--- config.mk ---
export PLATFORM = sky130hd
export DESIGN_NAME = pipe_hazard_ctrl_flat
export DESIGN_NICKNAME = d
export VERILOG_FILES = /design/src/rtl/mips_pipe_pkg.sv /design/src/rtl/pipe_hazard_ctrl_if.sv /design/src/rtl/hz_sat_counter.sv /design/src/rtl/pipe_hazard_ctrl.sv /design/src/flat_wrapper.sv
export SDC_FILE = /design/constraint.sdc
export NUM_CORES = 1
export LEC_CHECK = 0
export ABC_CLOCK_PERIOD_IN_PS = 1300
export CORE_MARGIN = 8
export CORE_UTILIZATION = 28
export DETAILED_ROUTE_END_ITERATION = 12
export PLACE_DENSITY_LB_ADDON = 0.08
export SLEW_MARGIN = 10
export SYNTH_ARGS = -nofsm -noshare
export SYNTH_HDL_FRONTEND = slang
export SYNTH_SLANG_ARGS = --single-unit
--- constraint.sdc ---
create_clock -name clock -period 1.3 [get_ports clock]
set_input_delay 0.13 -clock clock [delete_from_list [all_inputs] [get_ports clock]]
set_output_delay 0.13 -clock clock [all_outputs]
set_load 0.1 [all_outputs]
--- src/rtl/mips_pipe_pkg.sv ---
// Shared types for the MIPS pipeline hazard controller.
//   hz_state_t : controller state encoding (RUN, MEM_WAIT, FLUSH, FAULT)
//   REG_ZERO   : index of the hard-wired zero register, which never creates a hazard
//   hz_ctrl_t  : bundle of the pipeline-register enable/bubble controls
package mips_pipe_pkg;

  typedef logic [1:0] hz_state_t;

  localparam hz_state_t StRun     = 2'd0;
  localparam hz_state_t StMemWait = 2'd1;
  localparam hz_state_t StFlush   = 2'd2;
  localparam hz_state_t StFault   = 2'd3;

  localparam int unsigned REG_ZERO = 0;

  typedef struct packed {
    logic pc_en;
    logic ifid_en;
    logic ifid_flush;
    logic idex_bubble;
    logic exmem_en;
    logic memwb_bubble;
  } hz_ctrl_t;

  // Free-running pipeline.
  localparam hz_ctrl_t CtrlRun = '{pc_en: 1'b1, ifid_en: 1'b1, ifid_flush: 1'b0,
                                   idex_bubble: 1'b0, exmem_en: 1'b1, memwb_bubble: 1'b0};
  // Whole pipeline frozen; ID/EX holds (no bubble), MEM/WB receives a bubble.
  localparam hz_ctrl_t CtrlHold = '{pc_en: 1'b0, ifid_en: 1'b0, ifid_flush: 1'b0,
                                    idex_bubble: 1'b0, exmem_en: 1'b0, memwb_bubble: 1'b1};
  // Wrong-path squash: PC takes the target, IF/ID loads a NOP, ID/EX gets a bubble.
  localparam hz_ctrl_t CtrlFlush = '{pc_en: 1'b1, ifid_en: 1'b1, ifid_flush: 1'b1,
                                     idex_bubble: 1'b1, exmem_en: 1'b1, memwb_bubble: 1'b0};
  // Load-use: hold PC and IF/ID for one cycle, bubble into ID/EX.
  localparam hz_ctrl_t CtrlLoadUse = '{pc_en: 1'b0, ifid_en: 1'b0, ifid_flush: 1'b0,
                                       idex_bubble: 1'b1, exmem_en: 1'b1, memwb_bubble: 1'b0};

endpackage

--- src/rtl/pipe_hazard_ctrl_if.sv ---
// Pipeline <-> hazard controller signal bundle.
//   master : pipeline side (drives stage status, receives enable/bubble controls)
//   slave  : hazard controller side
// Signals: ID source regs and use flags, EX load/destination, MEM access/ready, redirect,
// enable/flush/bubble controls, sticky memory fault and three 32-bit perf counters.
interface pipe_hazard_ctrl_if #(
  parameter int unsigned REG_W = 5
);
  logic [REG_W-1:0] id_rs;
  logic [REG_W-1:0] id_rt;
  logic             id_uses_rs;
  logic             id_uses_rt;
  logic             idex_MemRead;
  logic [REG_W-1:0] idex_regDst;
  logic             exmem_MemRead;
  logic             exmem_MemWrite;
  logic             mem_ready;
  logic             redirect;

  logic             pc_en;
  logic             ifid_en;
  logic             ifid_flush;
  logic             idex_bubble;
  logic             exmem_en;
  logic             memwb_bubble;
  logic             mem_fault;
  logic [31:0]      stall_cnt;
  logic [31:0]      flush_cnt;
  logic [31:0]      wait_cnt;

  modport master (
    output id_rs, id_rt, id_uses_rs, id_uses_rt, idex_MemRead, idex_regDst,
           exmem_MemRead, exmem_MemWrite, mem_ready, redirect,
    input  pc_en, ifid_en, ifid_flush, idex_bubble, exmem_en, memwb_bubble, mem_fault,
           stall_cnt, flush_cnt, wait_cnt
  );

  modport slave (
    input  id_rs, id_rt, id_uses_rs, id_uses_rt, idex_MemRead, idex_regDst,
           exmem_MemRead, exmem_MemWrite, mem_ready, redirect,
    output pc_en, ifid_en, ifid_flush, idex_bubble, exmem_en, memwb_bubble, mem_fault,
           stall_cnt, flush_cnt, wait_cnt
  );

endinterface

--- src/rtl/hz_sat_counter.sv ---
// Saturating event counter, updated on the falling clock edge like the pipeline registers.
// Ports: clock, clear (synchronous, wins over en), en (count this cycle), count (value).
module hz_sat_counter #(
  parameter int unsigned W = 32
) (
  input  logic         clock,
  input  logic         clear,
  input  logic         en,
  output logic [W-1:0] count
);

  logic [W-1:0] count_q;
  logic [W-1:0] count_d;

  always_comb begin
    count_d = count_q;
    if (clear) begin
      count_d = '0;
    end else if (en && (count_q != '1)) begin
      count_d = count_q + W'(1);
    end
  end

  always_ff @(negedge clock) begin
    count_q <= count_d;
  end

  assign count = count_q;

endmodule

--- src/rtl/pipe_hazard_ctrl.sv ---
// Stall/flush sequencer for the 5-stage MIPS pipeline: load-use stalls, data-memory wait
// freezes with timeout fault, and wrong-path flushes after a taken branch/jump.
// Ports: clock (state updates on falling edge), reset (synchronous, active-high),
//        bus (pipe_hazard_ctrl_if.slave: stage status in, enable/bubble controls out).
// Parameters: FLUSH_CYCLES (1..3 bubble cycles per redirect), MEM_TIMEOUT (stall cycles
//             before fault, 0 = never), REG_W (register index width).
// Optional feature: define HAZARD_PERF_EN to build the stall/flush/wait perf counters;
// otherwise the counter outputs are tied to zero.
module pipe_hazard_ctrl
  import mips_pipe_pkg::*;
#(
  parameter int unsigned FLUSH_CYCLES = 1,
  parameter int unsigned MEM_TIMEOUT  = 16,
  parameter int unsigned REG_W        = 5
) (
  input logic               clock,
  input logic               reset,
  pipe_hazard_ctrl_if.slave bus
);

  localparam int unsigned WaitW = (MEM_TIMEOUT > 1) ? $clog2(MEM_TIMEOUT + 1) : 1;
  localparam logic [WaitW-1:0] WaitLimit   = WaitW'(MEM_TIMEOUT);
  localparam logic [1:0]       FlushReload = 2'(FLUSH_CYCLES - 1);
  localparam logic [REG_W-1:0] RegZero     = REG_W'(REG_ZERO);

  hz_state_t        state_q, state_d;
  logic [1:0]       flush_timer_q, flush_timer_d;
  logic [WaitW-1:0] wait_timer_q, wait_timer_d;
  logic [WaitW-1:0] wait_inc;
  logic             redir_pend_q, redir_pend_d;

  hz_ctrl_t ctrl;
  hz_ctrl_t ctrl_out;
  logic     mem_wait;
  logic     load_use;
  logic     redir;
  logic     lu_stall;
  logic     wait_stall;

  assign mem_wait = (bus.exmem_MemRead | bus.exmem_MemWrite) & ~bus.mem_ready;
  assign load_use = bus.idex_MemRead & (bus.idex_regDst != RegZero) &
                    ((bus.id_uses_rs & (bus.id_rs == bus.idex_regDst)) |
                     (bus.id_uses_rt & (bus.id_rt == bus.idex_regDst)));
  // A redirect that arrived during a memory wait is replayed once the wait ends.
  assign redir    = bus.redirect | redir_pend_q;
  assign wait_inc = (wait_timer_q == '1) ? wait_timer_q : wait_timer_q + WaitW'(1);

  always_comb begin
    ctrl          = CtrlRun;
    state_d       = state_q;
    flush_timer_d = flush_timer_q;
    wait_timer_d  = wait_timer_q;
    redir_pend_d  = redir_pend_q;
    lu_stall      = 1'b0;
    wait_stall    = 1'b0;

    if (state_q == StFault) begin
      ctrl = CtrlHold;
    end else if (mem_wait) begin
      // wait_timer counts every stalled cycle, including the one that enters the wait.
      // flush_timer is left alone so an interrupted flush resumes after the wait.
      ctrl         = CtrlHold;
      wait_stall   = 1'b1;
      wait_timer_d = wait_inc;
      redir_pend_d = redir_pend_q | bus.redirect;
      if ((MEM_TIMEOUT != 0) && (wait_inc >= WaitLimit)) begin
        state_d = StFault;
      end else begin
        state_d = StMemWait;
      end
    end else begin
      wait_timer_d = '0;
      redir_pend_d = 1'b0;
      if (redir) begin
        ctrl          = CtrlFlush;
        flush_timer_d = FlushReload;
        state_d       = (FlushReload != 2'd0) ? StFlush : StRun;
      end else if (flush_timer_q != 2'd0) begin
        ctrl          = CtrlFlush;
        flush_timer_d = flush_timer_q - 2'd1;
        state_d       = (flush_timer_q != 2'd1) ? StFlush : StRun;
      end else begin
        // Also reached on the release cycle of a wait, which is effectively RUN; the load
        // in EX was held through the wait and must still be checked against ID.
        state_d = StRun;
        if (load_use) begin
          ctrl     = CtrlLoadUse;
          lu_stall = 1'b1;
        end
      end
    end
  end

  always_ff @(negedge clock) begin
    if (reset) begin
      state_q       <= StRun;
      flush_timer_q <= 2'd0;
      wait_timer_q  <= '0;
      redir_pend_q  <= 1'b0;
    end else begin
      state_q       <= state_d;
      flush_timer_q <= flush_timer_d;
      wait_timer_q  <= wait_timer_d;
      redir_pend_q  <= redir_pend_d;
    end
  end

  // During reset the pipeline runs freely with no bubbles.
  assign ctrl_out = reset ? CtrlRun : ctrl;

  assign bus.pc_en        = ctrl_out.pc_en;
  assign bus.ifid_en      = ctrl_out.ifid_en;
  assign bus.ifid_flush   = ctrl_out.ifid_flush;
  assign bus.idex_bubble  = ctrl_out.idex_bubble;
  assign bus.exmem_en     = ctrl_out.exmem_en;
  assign bus.memwb_bubble = ctrl_out.memwb_bubble;
  assign bus.mem_fault    = ~reset & (state_q == StFault);

`ifdef HAZARD_PERF_EN
  hz_sat_counter #(.W(32)) u_stall_cnt (
    .clock (clock),
    .clear (reset),
    .en    (lu_stall),
    .count (bus.stall_cnt)
  );

  hz_sat_counter #(.W(32)) u_flush_cnt (
    .clock (clock),
    .clear (reset),
    .en    (ctrl.ifid_flush),
    .count (bus.flush_cnt)
  );

  hz_sat_counter #(.W(32)) u_wait_cnt (
    .clock (clock),
    .clear (reset),
    .en    (wait_stall),
    .count (bus.wait_cnt)
  );
`else
  logic unused_perf;
  assign unused_perf   = lu_stall ^ wait_stall;
  assign bus.stall_cnt = 32'd0;
  assign bus.flush_cnt = 32'd0;
  assign bus.wait_cnt  = 32'd0;
`endif

endmodule

--- src/flat_wrapper.sv ---
// flat-port wrapper written by rule: the top's interface ports become plain ports
module pipe_hazard_ctrl_flat import mips_pipe_pkg::*;
#(
  parameter int unsigned FLUSH_CYCLES = 1,
  parameter int unsigned MEM_TIMEOUT  = 16,
  parameter int unsigned REG_W        = 5
)
  (clock, reset, bus_id_rs, bus_id_rt, bus_id_uses_rs, bus_id_uses_rt, bus_idex_MemRead, bus_idex_regDst, bus_exmem_MemRead, bus_exmem_MemWrite, bus_mem_ready, bus_redirect, bus_pc_en, bus_ifid_en, bus_ifid_flush, bus_idex_bubble, bus_exmem_en, bus_memwb_bubble, bus_mem_fault, bus_stall_cnt, bus_flush_cnt, bus_wait_cnt);
  pipe_hazard_ctrl_if #(.REG_W(REG_W)) bus_i ();
  input logic clock;
  input logic reset;
  input wire logic [$bits(bus_i.id_rs)-1:0] bus_id_rs;
  input wire logic [$bits(bus_i.id_rt)-1:0] bus_id_rt;
  input wire logic [$bits(bus_i.id_uses_rs)-1:0] bus_id_uses_rs;
  input wire logic [$bits(bus_i.id_uses_rt)-1:0] bus_id_uses_rt;
  input wire logic [$bits(bus_i.idex_MemRead)-1:0] bus_idex_MemRead;
  input wire logic [$bits(bus_i.idex_regDst)-1:0] bus_idex_regDst;
  input wire logic [$bits(bus_i.exmem_MemRead)-1:0] bus_exmem_MemRead;
  input wire logic [$bits(bus_i.exmem_MemWrite)-1:0] bus_exmem_MemWrite;
  input wire logic [$bits(bus_i.mem_ready)-1:0] bus_mem_ready;
  input wire logic [$bits(bus_i.redirect)-1:0] bus_redirect;
  output wire logic [$bits(bus_i.pc_en)-1:0] bus_pc_en;
  output wire logic [$bits(bus_i.ifid_en)-1:0] bus_ifid_en;
  output wire logic [$bits(bus_i.ifid_flush)-1:0] bus_ifid_flush;
  output wire logic [$bits(bus_i.idex_bubble)-1:0] bus_idex_bubble;
  output wire logic [$bits(bus_i.exmem_en)-1:0] bus_exmem_en;
  output wire logic [$bits(bus_i.memwb_bubble)-1:0] bus_memwb_bubble;
  output wire logic [$bits(bus_i.mem_fault)-1:0] bus_mem_fault;
  output wire logic [$bits(bus_i.stall_cnt)-1:0] bus_stall_cnt;
  output wire logic [$bits(bus_i.flush_cnt)-1:0] bus_flush_cnt;
  output wire logic [$bits(bus_i.wait_cnt)-1:0] bus_wait_cnt;
  assign bus_i.id_rs = bus_id_rs;
  assign bus_i.id_rt = bus_id_rt;
  assign bus_i.id_uses_rs = bus_id_uses_rs;
  assign bus_i.id_uses_rt = bus_id_uses_rt;
  assign bus_i.idex_MemRead = bus_idex_MemRead;
  assign bus_i.idex_regDst = bus_idex_regDst;
  assign bus_i.exmem_MemRead = bus_exmem_MemRead;
  assign bus_i.exmem_MemWrite = bus_exmem_MemWrite;
  assign bus_i.mem_ready = bus_mem_ready;
  assign bus_i.redirect = bus_redirect;
  assign bus_pc_en = bus_i.pc_en;
  assign bus_ifid_en = bus_i.ifid_en;
  assign bus_ifid_flush = bus_i.ifid_flush;
  assign bus_idex_bubble = bus_i.idex_bubble;
  assign bus_exmem_en = bus_i.exmem_en;
  assign bus_memwb_bubble = bus_i.memwb_bubble;
  assign bus_mem_fault = bus_i.mem_fault;
  assign bus_stall_cnt = bus_i.stall_cnt;
  assign bus_flush_cnt = bus_i.flush_cnt;
  assign bus_wait_cnt = bus_i.wait_cnt;
  pipe_hazard_ctrl #(.FLUSH_CYCLES(FLUSH_CYCLES), .MEM_TIMEOUT(MEM_TIMEOUT), .REG_W(REG_W)) u_core (.clock(clock), .reset(reset), .bus(bus_i));
endmodule
# Yosys cells after proc, flatten, opt, wreduce, memory -nomap -nowiden
# Index checks and enable logic that the tools add are counted.
# totals
output_inout_bits,103
word_cells,45
regBits,10
in_bits,24
# op_classes
mux,16
bitwise_logic,13
reduce_logical,4
n_eq_ne,5
n_lt_le_gt_ge,1
n_addsub,2
# ops
operator,count
2-to-1 mux 6 bit,6
2-to-1 mux 2 bit,7
equality test 5 bit,2
2-to-1 mux 5 bit,2
AND 1 bit,6
"adder 5 x 1 -> 5 bit, second input constant",1
"equality test 5 bit, second input constant",1
"greater-or-equal comparator 5 bit, second input constant",1
nonzero test 5 bit,1
NOT 1 bit,4
nonzero test 2 bit,2
OR 1 bit,3
AND reduction 3 bit,1
"equality test 2 bit, second input constant",1
"inequality test 2 x 1 -> 1 bit, second input constant",1
"subtractor 2 x 1 -> 2 bit, second input constant",1
2-to-1 mux 1 bit,1

# Depth between registers and ports, before layout
# Gate-level depths: netlist of run 1.
# depth
depth_word,10
depth_mapped,7
ltp_nobuf,5

==> flow_metrics.py, run 1 <==
metrics = {
    "run_status": {
        "status": "complete, but fails checks",
        "violations": "setup timing",
    },
    "worst_setup_path": {
        "cp.arrival_ns": 2.07,
        "cp-end-kind": "output port",
        "startpoint_type": "flop",
        "cp.required_ns": 1.17,
        "path_class": "flop to output port",
        "path_max_fanout": 2,
    },
    "placed_design": {
        "place_inst": 297,
        "dp_hpwl_um": 2870,
        "gp_congestion": 0.764,
        "portBuffers": 30,
        "dpl_worst_slack_ns": -0.738,
    },
    "drt": {
        "vias": 1115,
        "routedWlPerCell_um": 10.6,
        "firstDrtPassIters": 4,
        "ant_nets": 0,
        "wirelength_um": 3390,
        "drtIter0Drc": 33,
        "via_per_inst": 3.47,
        "drc_errors": 0,
    },
    "floorplanning": {
        "die-area_mm2": 0.00755,
        "chipHeight_um": 86.9,
        "core_mm2": 0.00479,
        "io_pins": 127,
        "rows": 25,
        "fp.dieW_um": 86.9,
        "start_util": 0.294,
    },
    "global_routing": {
        "use_met1": 0.0848,
        "grt_overflow_total": 0,
        "grt_max_degree": 8,
        "use_met3": 0.0462,
        "grt_busiest_layer": "met2",
        "antenna_found_initial": 0,
        "grt_pass1_vias": 1222,
        "grt_usage": 0.0837,
        "grt_pass1_wl_um": 5220,
        "gr-usage-met2": 0.140,
    },
    "pwr": {
        "powerDensity_mw_per_mm2": 1210,
        "worst_ir_drop_vdd_v": 0.000524,
        "leakagePower_uw": 0.000995,
    },
    "cells_and_area": {
        "fin_nets": 283,
        "drive_gt1_frac": 0.291,
        "num_antenna_cells": 0,
        "final_cell_mix": "conb_1, buf_4, clkdlybuf4s50_1, buf_6",
        "utilization": 0.409,
        "synthToLayoutAreaGrowth_pct": 39.3,
        "final_cells": 321,
        "layout_commonest_cell": "conb_1",
    },
    "cts": {
        "cts_root_buffer": "clkbuf_8",
        "clk_latency_ns": 0.31,
        "clock_sinks": 10,
        "cts_hold_buf": 0,
        "numCtsBuffers": 3,
        "ctsHtreeMaxLevel": 1,
        "cts_buffer_depth": 2,
        "cts.clk_slew.worst_paths_ns": 0.03,
        "cts_tree": "built",
    },
    "sta": {
        "fin_tns_setup_ns": -6.61,
        "drv_slew": 0,
        "hold_viol_final": 0,
        "finalSetupViolCount": 13,
        "setup_ws_ns": -0.902,
        "rsz0062_at_grt": "yes",
        "finalClockSkew_ns": 0.0134,
    },
    "worst_hold_path": {
        "hp-class": "flop to flop",
    },
    "logic_synthesis": {
        "yosys.area.top_type": "buf_4",
        "syn_area_mm2": 0.00141,
        "synth.area.top_cells": "buf_4, dfxtp_1, xnor2_1, a21oi_1, ha_1",
        "syn_avg_cell_area_um2": 7.60,
        "syn_inst": 185,
        "yosys_register_bits": 10,
        "yosysTopAreaCellShare": 0.523,
        "ys_warn_count": 0,
        "synth_cell_type_count": 31,
        "ys_seq_area_frac": 0.142,
    },
    "job": {
        "cap_violations": 0,
    },
}
==> layer usage <==
metal / wire (um) / share of wire
met1: 1260 / 0.37
met2: 1620 / 0.48
met3: 470 / 0.14
met4: 42 / 0.012
met5: 0 / 0
==> Yosys cell counts <==
library cell	instances
buf_2	1
xnor2_1	10
o2111ai_1	1
conb_1	1
clkbuf_1	1
ha_1	3
a31oi_1	1
buf_4	98
mux2i_1	1
o21ba_2	1
o21ai_2	1
a21oi_1	9
dfxtp_1	10
nor2_1	7
nand2_2	1
nand2b_1	1
and2_1	3
o21bai_1	1
a21o_1	2
nor4_1	2
inv_1	5
o22ai_1	1
nor3b_1	1
nand3_1	2
nand2_1	9
xor2_1	1
nand4_1	2
or4_4	1
nor3_1	3
and3_1	2
o21ai_0	3
==> worst paths after layout <==
kind / from / end / slack [ns] / cells after the start
worst max-delay path: u_core.flush_timer_q[1] / bus_ifid_flush / -0.90 / 6
worst min-delay path: u_core.redir_pend_q / u_core.redir_pend_q / 0.53 / 2
worst max register to register: u_core.flush_timer_q[1] / u_core.flush_timer_q[1] / 0.03 / 6
worst min register to register: u_core.redir_pend_q / u_core.redir_pend_q / 0.53 / 2
==> through the flow <==
step                instance area [um2]  power, uW  hold WS, ns
floorplan                          1890       1990        0.447
global placement                   1720       1930        0.465
detailed placement                 1720       1930        0.474
CTS                                1920       2370        0.504
global route                       1960       2470        0.561
finish                             1960       2370        0.533
==> registers in the layout, indices dropped and copies added (netlist names) <==
register / cells
u_core.flush_timer_q: 2
u_core.redir_pend_q: 1
u_core.state_q: 2
u_core.wait_timer_q: 5
==> power breakdown <==
part / switching (uW) / internal, uW
Clock: 200 / 246
Combinational: 1390 / 209
Sequential: 4.98 / 316
==> cell type report <==
type	instances	area, um2
clock inverter	10	37.5
clock buffer	3	41.3
timing repair buffer	62	633
tap	67	83.8
sequential	10	205
fill	538	2830
inverter	4	21.3
multi-input combinational	165	937
==> critical path, cell delays in order (launching register included) <==
cell and delay, ns:
dfxtp_2 0.33, inv_2 0.05, ha_4 0.16, nand2_4 0.06, nor3b_4 0.22, buf_6 0.13, buf_12 0.16
==> cells by family (layout without fill, tap and decap cells) <==
family / Yosys count / in the layout / share of synthesized area
buffers and inverters: 105 / 79 / 0.543
other: 1 / 96 / 0.00267
xor gates and xnor gates: 11 / 11 / 0.0685
and+or+nand+nor: 34 / 34 / 0.123
AOI/OAI and AO/OA: 20 / 20 / 0.0872
DFF: 10 / 10 / 0.142
adders and majority gates: 3 / 3 / 0.0267
muxes: 1 / 1 / 0.00712
==> timing repair <==
item	CTS	global route
endpoints found under the setup margin	17	16
pin swaps	9	3
endpoints found under the hold margin	0	0
gates resized for setup	30	8
setup buffers	7	6
gates cloned	0	0
Power figures use the tool's default switching activity.
==> inputs of run 2 (changes only) <==
Settings changed: SYNTH_HIERARCHICAL from default to 1.
==> flow_metrics.py, run 2 <==
metrics = {
    "run_status": {
        "status": "complete, but fails checks",
        "violations": "setup timing",
    },
    "logic_synthesis": {
        "yosys_register_bits": 10,
        "synth_cell_type_count": 37,
        "synth_edf_count": 0,
        "synth.area.top_cells": "buf_4, dfxtp_1, xor2_1, ha_1, nor2_1",
        "ys_warn_count": 6,
        "syn_avg_cell_area_um2": 7.82,
        "synth_commonest_cells": "buf_4, dfxtp_1, nor2_1",
        "yosysTopAreaCellShare": 0.520,
        "async_reset_ff_frac": 0,
        "ys_seq_area_frac": 0.143,
        "yosysMostFrequentCell": "buf_4",
        "syn_area_mm2": 0.00140,
        "yosys.area.top_type": "buf_4",
        "syn_inst": 179,
        "synth_ff_type": "dfxtp_1",
    },
    "pwr": {
        "worst_ir_drop_vdd_v": 0.000654,
        "power.total_uw": 2390,
        "leakagePower_uw": 0.00100,
        "powerDensity_mw_per_mm2": 1230,
    },
    "cts": {
        "ctsHtreeMaxLevel": 1,
        "cts_tree": "built",
        "cts_buffer_depth": 2,
        "clk_latency_ns": 0.30,
        "numCtsBuffers": 3,
        "cts_root_buffer": "clkbuf_8",
        "cts_hold_buf": 0,
        "clock_sinks": 10,
        "cts.clk_slew.worst_paths_ns": 0.04,
    },
    "drt": {
        "via_per_inst": 3.48,
        "drtIter0Drc": 13,
        "wirelength_um": 3600,
        "vias": 1109,
        "routedWlPerCell_um": 11.3,
        "drc_errors": 0,
        "firstDrtPassIters": 4,
        "ant_nets": 0,
    },
    "worst_setup_path": {
        "path_max_fanout": 2,
        "rr_worst_depth": 7,
        "rr_startpoint": "u_core/flush_timer_q[1]",
        "startpoint_type": "flop",
        "cp-end-kind": "output port",
        "rrSetupSlack_ns": -0.20,
        "cpPeakStageDelay_ns": 0.39,
        "path_class": "flop to output port",
        "slowest_stage": "o41a_4",
        "worstPathCellList": "inv_2 > ha_4 > nand2_4 > o41a_4 > buf_12",
        "cp.arrival_ns": 2.11,
        "timing.rr.end": "u_core/state_q[1]",
        "cp.required_ns": 1.17,
    },
    "cells_and_area": {
        "layout_commonest_cell": "conb_1",
        "final_cell_mix": "conb_1, buf_4, clkdlybuf4s50_1, inv_1, xor2_1",
        "top_register": "u_core/wait_timer_q",
        "drive_gt1_frac": 0.262,
        "synthToLayoutAreaGrowth_pct": 38.4,
        "num-fill-cells": 510,
        "fin_nets": 281,
        "largest_reg_flops": 5,
        "num_antenna_cells": 0,
        "reg.largest.list": "u_core/wait_timer_q: 5 flops, u_core/flush_timer_q: 2 flops, u_core/state_q: 2 flops",
    },
    "global_routing": {
        "grt_pass1_vias": 1179,
        "grt_usage": 0.0885,
        "antenna_found_initial": 0,
        "grt_max_degree": 7,
        "grt_pass1_wl_um": 5480,
        "grt_overflow_total": 0,
    },
    "worst_hold_path": {
        "hp-start": "u_core/wait_timer_q[4]",
        "min_to": "u_core/wait_timer_q[4]",
        "hp-class": "flop to flop",
        "holdPathStages": 2,
    },
    "sta": {
        "finalClockSkew_ns": 0.0124,
        "drv_slew": 0,
        "setup_ws_ns": -0.941,
        "rsz0062_at_grt": "yes",
        "hold_viol_final": 0,
        "fin_tns_setup_ns": -10.85,
        "whs_ns": 0.569,
        "finalSetupViolCount": 17,
    },
    "floorplanning": {
        "core_mm2": 0.00479,
        "fp.dieW_um": 86.7,
        "chipHeight_um": 86.7,
        "die-area_mm2": 0.00752,
        "io_pins": 127,
        "rows": 25,
        "start_util": 0.293,
    },
    "placed_design": {
        "portBuffers": 30,
        "gp_congestion": 0.747,
        "dpl_worst_slack_ns": -0.814,
        "dp_hpwl_um": 2980,
    },
    "job": {
        "cap_violations": 0,
    },
}
-- run 2: changes by cell type in the layout (fill, tap and decap cells not counted), sizes merged, moves of 3 or more --
cell / delta
xnor2: -8
xor2: +8
clkdlybuf4s50: +5
nand2: -4
nor2: +3
o21ai: -3
-- run 2: report_power, final --
group / internal, uW / switching (uW)
sequential: 318 / 6.51
combinational: 215 / 1410
clock: 245 / 195
total: 778 / 1610
-- run 2: per-stage QoR --
step	area (um2)	std cells	util
floorplan	1870	274	-
global placement	1730	295	0.362
detailed placement	1730	295	0.362
CTS	1930	318	0.403
global route	1940	319	0.405
finish	1940	319	0.405
-- run 2: worst max-delay path: cells and delay by family (launching register included) --
kind / cells / cell delay (ns)
AOI/OAI and AO/OA: 1 / 0.39
adders and majority gates: 1 / 0.14
buffers and inverters: 2 / 0.25
DFF: 1 / 0.32
and+or+nand+nor: 1 / 0.05
-- run 2: how the worst max path moves through the flow --
stage	startpoint	endpoint	slack, ns	cells past startpoint
6_report	u_core/flush_timer_q[1]	bus_ifid_en	-0.94	5
5_1_grt	u_core/state_q[1]	bus_idex_bubble	-1.00	5
4_1_cts	u_core/state_q[0]	bus_idex_bubble	-0.95	5
3_5_place_dp	bus_exmem_MemWrite	u_core/flush_timer_q[0]	-0.81	5
3_3_place_gp	bus_exmem_MemWrite	u_core/flush_timer_q[0]	-0.77	5
2_1_floorplan	u_core/flush_timer_q[0]	bus_idex_bubble	-1.43	5
-- run 2: timing repair --
item,4_1_cts,5_1_grt
endpoints found under the setup margin,17,17
buffers inserted,11,1
gates cloned,0,0
pin swaps,3,2
gates resized for setup,8,1
-- run 2: cell families (layout without fill, tap and decap cells) --
group	count (synthesis)	count (layout)	share of synthesized area
buffers and inverters	104	82	0.540
and+or+nand+nor	26	26	0.0921
AOI/OAI and AO/OA	23	23	0.120
xor gates and xnor gates	11	11	0.0688
DFF	10	10	0.143
adders and majority gates	3	3	0.0268
other	1	96	0.00268
muxes	1	1	0.00715
-- run 2: cell type report --
type,count,area (um2),area share
Tap cell,67,83.8,0.0433
Clock buffer,3,41.3,0.0213
Sequential cell,10,205,0.106
Clock inverter,10,37.5,0.0194
Timing Repair Buffer,65,648,0.334
Inverter,4,18.8,0.00968
Multi-Input combinational cell,160,903,0.466
-- run 2: layer usage --
layer	global-route usage	wire length [um]	part of all wire
met5	0	0	0
met4	0.0391	18	0.0050
met3	0.0340	461	0.13
met2	0.152	1720	0.48
met1	0.0936	1410	0.39
==> inputs of run 3 (changes only) <==
Settings changed: ABC_CLOCK_PERIOD_IN_PS 1300 to 2440, CORE_UTILIZATION 28 to 31.
Clock period 1.3 ns to 2.44 ns, I/O delays scaled along.
==> flow_metrics.py, run 3 (synthesis gave the netlist of run 2 again) <==
metrics = {
    "drt": {
        "via_per_inst": 3.74,
        "drc_errors": 0,
        "ant_nets": 0,
        "wirelength_um": 3490,
        "routedWlPerCell_um": 12.1,
        "firstDrtPassIters": 4,
        "drtIter0Drc": 32,
        "vias": 1080,
    },
    "cts": {
        "clock_sinks": 10,
        "ctsHtreeMaxLevel": 1,
        "cts_hold_buf": 0,
        "cts_tree": "built",
        "clk_latency_ns": 0.31,
        "cts.clk_slew.worst_paths_ns": 0.03,
        "numCtsBuffers": 3,
        "cts_buffer_depth": 2,
        "cts_root_buffer": "clkbuf_8",
    },
    "cells_and_area": {
        "reg.largest.list": "u_core/wait_timer_q: 5 flops, u_core/flush_timer_q: 2 flops, u_core/state_q: 2 flops",
        "drive_gt1_frac": 0.215,
        "synthToLayoutAreaGrowth_pct": 29.8,
        "final_cell_mix": "conb_1, clkdlybuf4s50_1, buf_4, inv_1, xor2_1",
        "layout_commonest_cell": "conb_1",
        "final_cells": 289,
        "utilization": 0.417,
        "largest_reg_flops": 5,
        "top_register": "u_core/wait_timer_q",
        "postLayoutCellArea_mm2": 0.00182,
        "fin_nets": 266,
        "num_antenna_cells": 0,
    },
    "global_routing": {
        "grt_usage": 0.0914,
        "grt_overflow_total": 0,
        "grt_pass1_wl_um": 5460,
        "grt_max_degree": 8,
        "grt_pass1_vias": 1188,
        "antenna_found_initial": 0,
    },
    "floorplanning": {
        "core_mm2": 0.00435,
        "fp.dieW_um": 83.2,
        "rows": 24,
        "chipHeight_um": 83.2,
        "die-area_mm2": 0.00692,
        "start_util": 0.322,
        "io_pins": 127,
    },
    "worst_hold_path": {
        "hp-class": "flop to flop",
        "min_to": "u_core/wait_timer_q[4]",
        "holdPathStages": 2,
        "hp-start": "u_core/wait_timer_q[4]",
    },
    "worst_setup_path": {
        "rrSetupSlack_ns": 1.07,
        "rr_worst_depth": 6,
        "cpPeakStageDelay_ns": 0.38,
        "startpoint_type": "flop",
        "timing.rr.end": "u_core/state_q[1]",
        "path_max_fanout": 4,
        "cp.required_ns": 2.20,
        "cp-end-kind": "output port",
        "slowest_stage": "or3_4",
        "worstPathCellList": "nand2_4 > nand2_8 > or3_4 > o21bai_4 > buf_12",
        "rr_startpoint": "u_core/flush_timer_q[1]",
        "cp.arrival_ns": 2.70,
        "path_class": "flop to output port",
    },
    "placed_design": {
        "placed_area_mm2": 0.00165,
        "portBuffers": 30,
        "gp_congestion": 0.824,
        "dp_hpwl_um": 2960,
        "place_inst": 272,
    },
    "pwr": {
        "powerDensity_mw_per_mm2": 695,
        "leakagePower_uw": 0.000947,
        "worst_ir_drop_vdd_v": 0.000355,
    },
    "sta": {
        "rsz0062_at_grt": "yes",
        "finalClockSkew_ns": 0.00839,
        "whs_ns": 0.546,
        "fin_tns_setup_ns": -2.79,
        "hold_viol_final": 0,
        "drv_slew": 0,
        "setup_ws_ns": -0.500,
        "finalSetupViolCount": 8,
    },
    "run_status": {
        "violations": "setup timing",
        "status": "complete, but fails checks",
    },
    "job": {
        "cap_violations": 0,
    },
}
## run 3: worst max-delay path, delay by kind of cell (launching register included)
kind	cells	cell delay, ns
AOI/OAI and AO/OA	1	0.14
buffers and inverters	1	0.19
and+or+nand+nor	3	0.53
DFF	1	0.32
## run 3: routing by layer
metal  vias to the layer above  wire length (um)  track usage
li1                        510                 -            -
met1                       487              1300       0.0959
met2                        79              1730        0.150
met3                         4               432       0.0479
met4                         0                33       0.0367
met5                         -                 0            0
## run 3: layout make-up
| cell class | instances | area [um2] |
|---|---|---|
| timing repair buffer | 50 | 537 |
| fill | 446 | 2540 |
| multi-input combinational | 160 | 912 |
| sequential | 10 | 205 |
| inverter | 4 | 18.8 |
| tap | 52 | 65.1 |
| clock inverter | 10 | 37.5 |
| clock buffer | 3 | 41.3 |
## run 3: worst max-delay path by stage
stage | startpoint | endpoint | depth (start not counted)
6_report | u_core/state_q[0] | bus_idex_bubble | 5
5_1_grt | u_core/state_q[1] | bus_idex_bubble | 5
4_1_cts | u_core/state_q[0] | bus_idex_bubble | 5
3_5_place_dp | bus_exmem_MemWrite | u_core/flush_timer_q[0] | 5
2_1_floorplan | u_core/flush_timer_q[0] | bus_idex_bubble | 5
3_3_place_gp | bus_exmem_MemWrite | u_core/flush_timer_q[0] | 5
## run 3: stage by stage
step / worst slack [ns] / total power (uW)
floorplan: -0.974 / 1070
finish: -0.500 / 1260
global placement: -0.323 / 1030
CTS: -0.513 / 1270
global route: -0.538 / 1320
detailed placement: -0.341 / 1030
## run 3: power breakdown
group | total (uW) | internal [uW] | leakage, uW | switching (uW)
combinational | 856 | 105 | 0.000789 | 751
clock | 233 | 131 | 0.0000748 | 102
sequential | 174 | 170 | 0.0000830 | 4.16
total | 1260 | 406 | 0.000947 | 857
## run 3: what timing repair did
| action | 4_1_cts | 5_1_grt |
|---|---|---|
| buffers inserted | 4 | 2 |
| pin swaps | 2 | 2 |
| gates resized for setup | 6 | 5 |
| endpoints found under the hold margin | 0 | 0 |
| setup endpoints to repair | 8 | 15 |
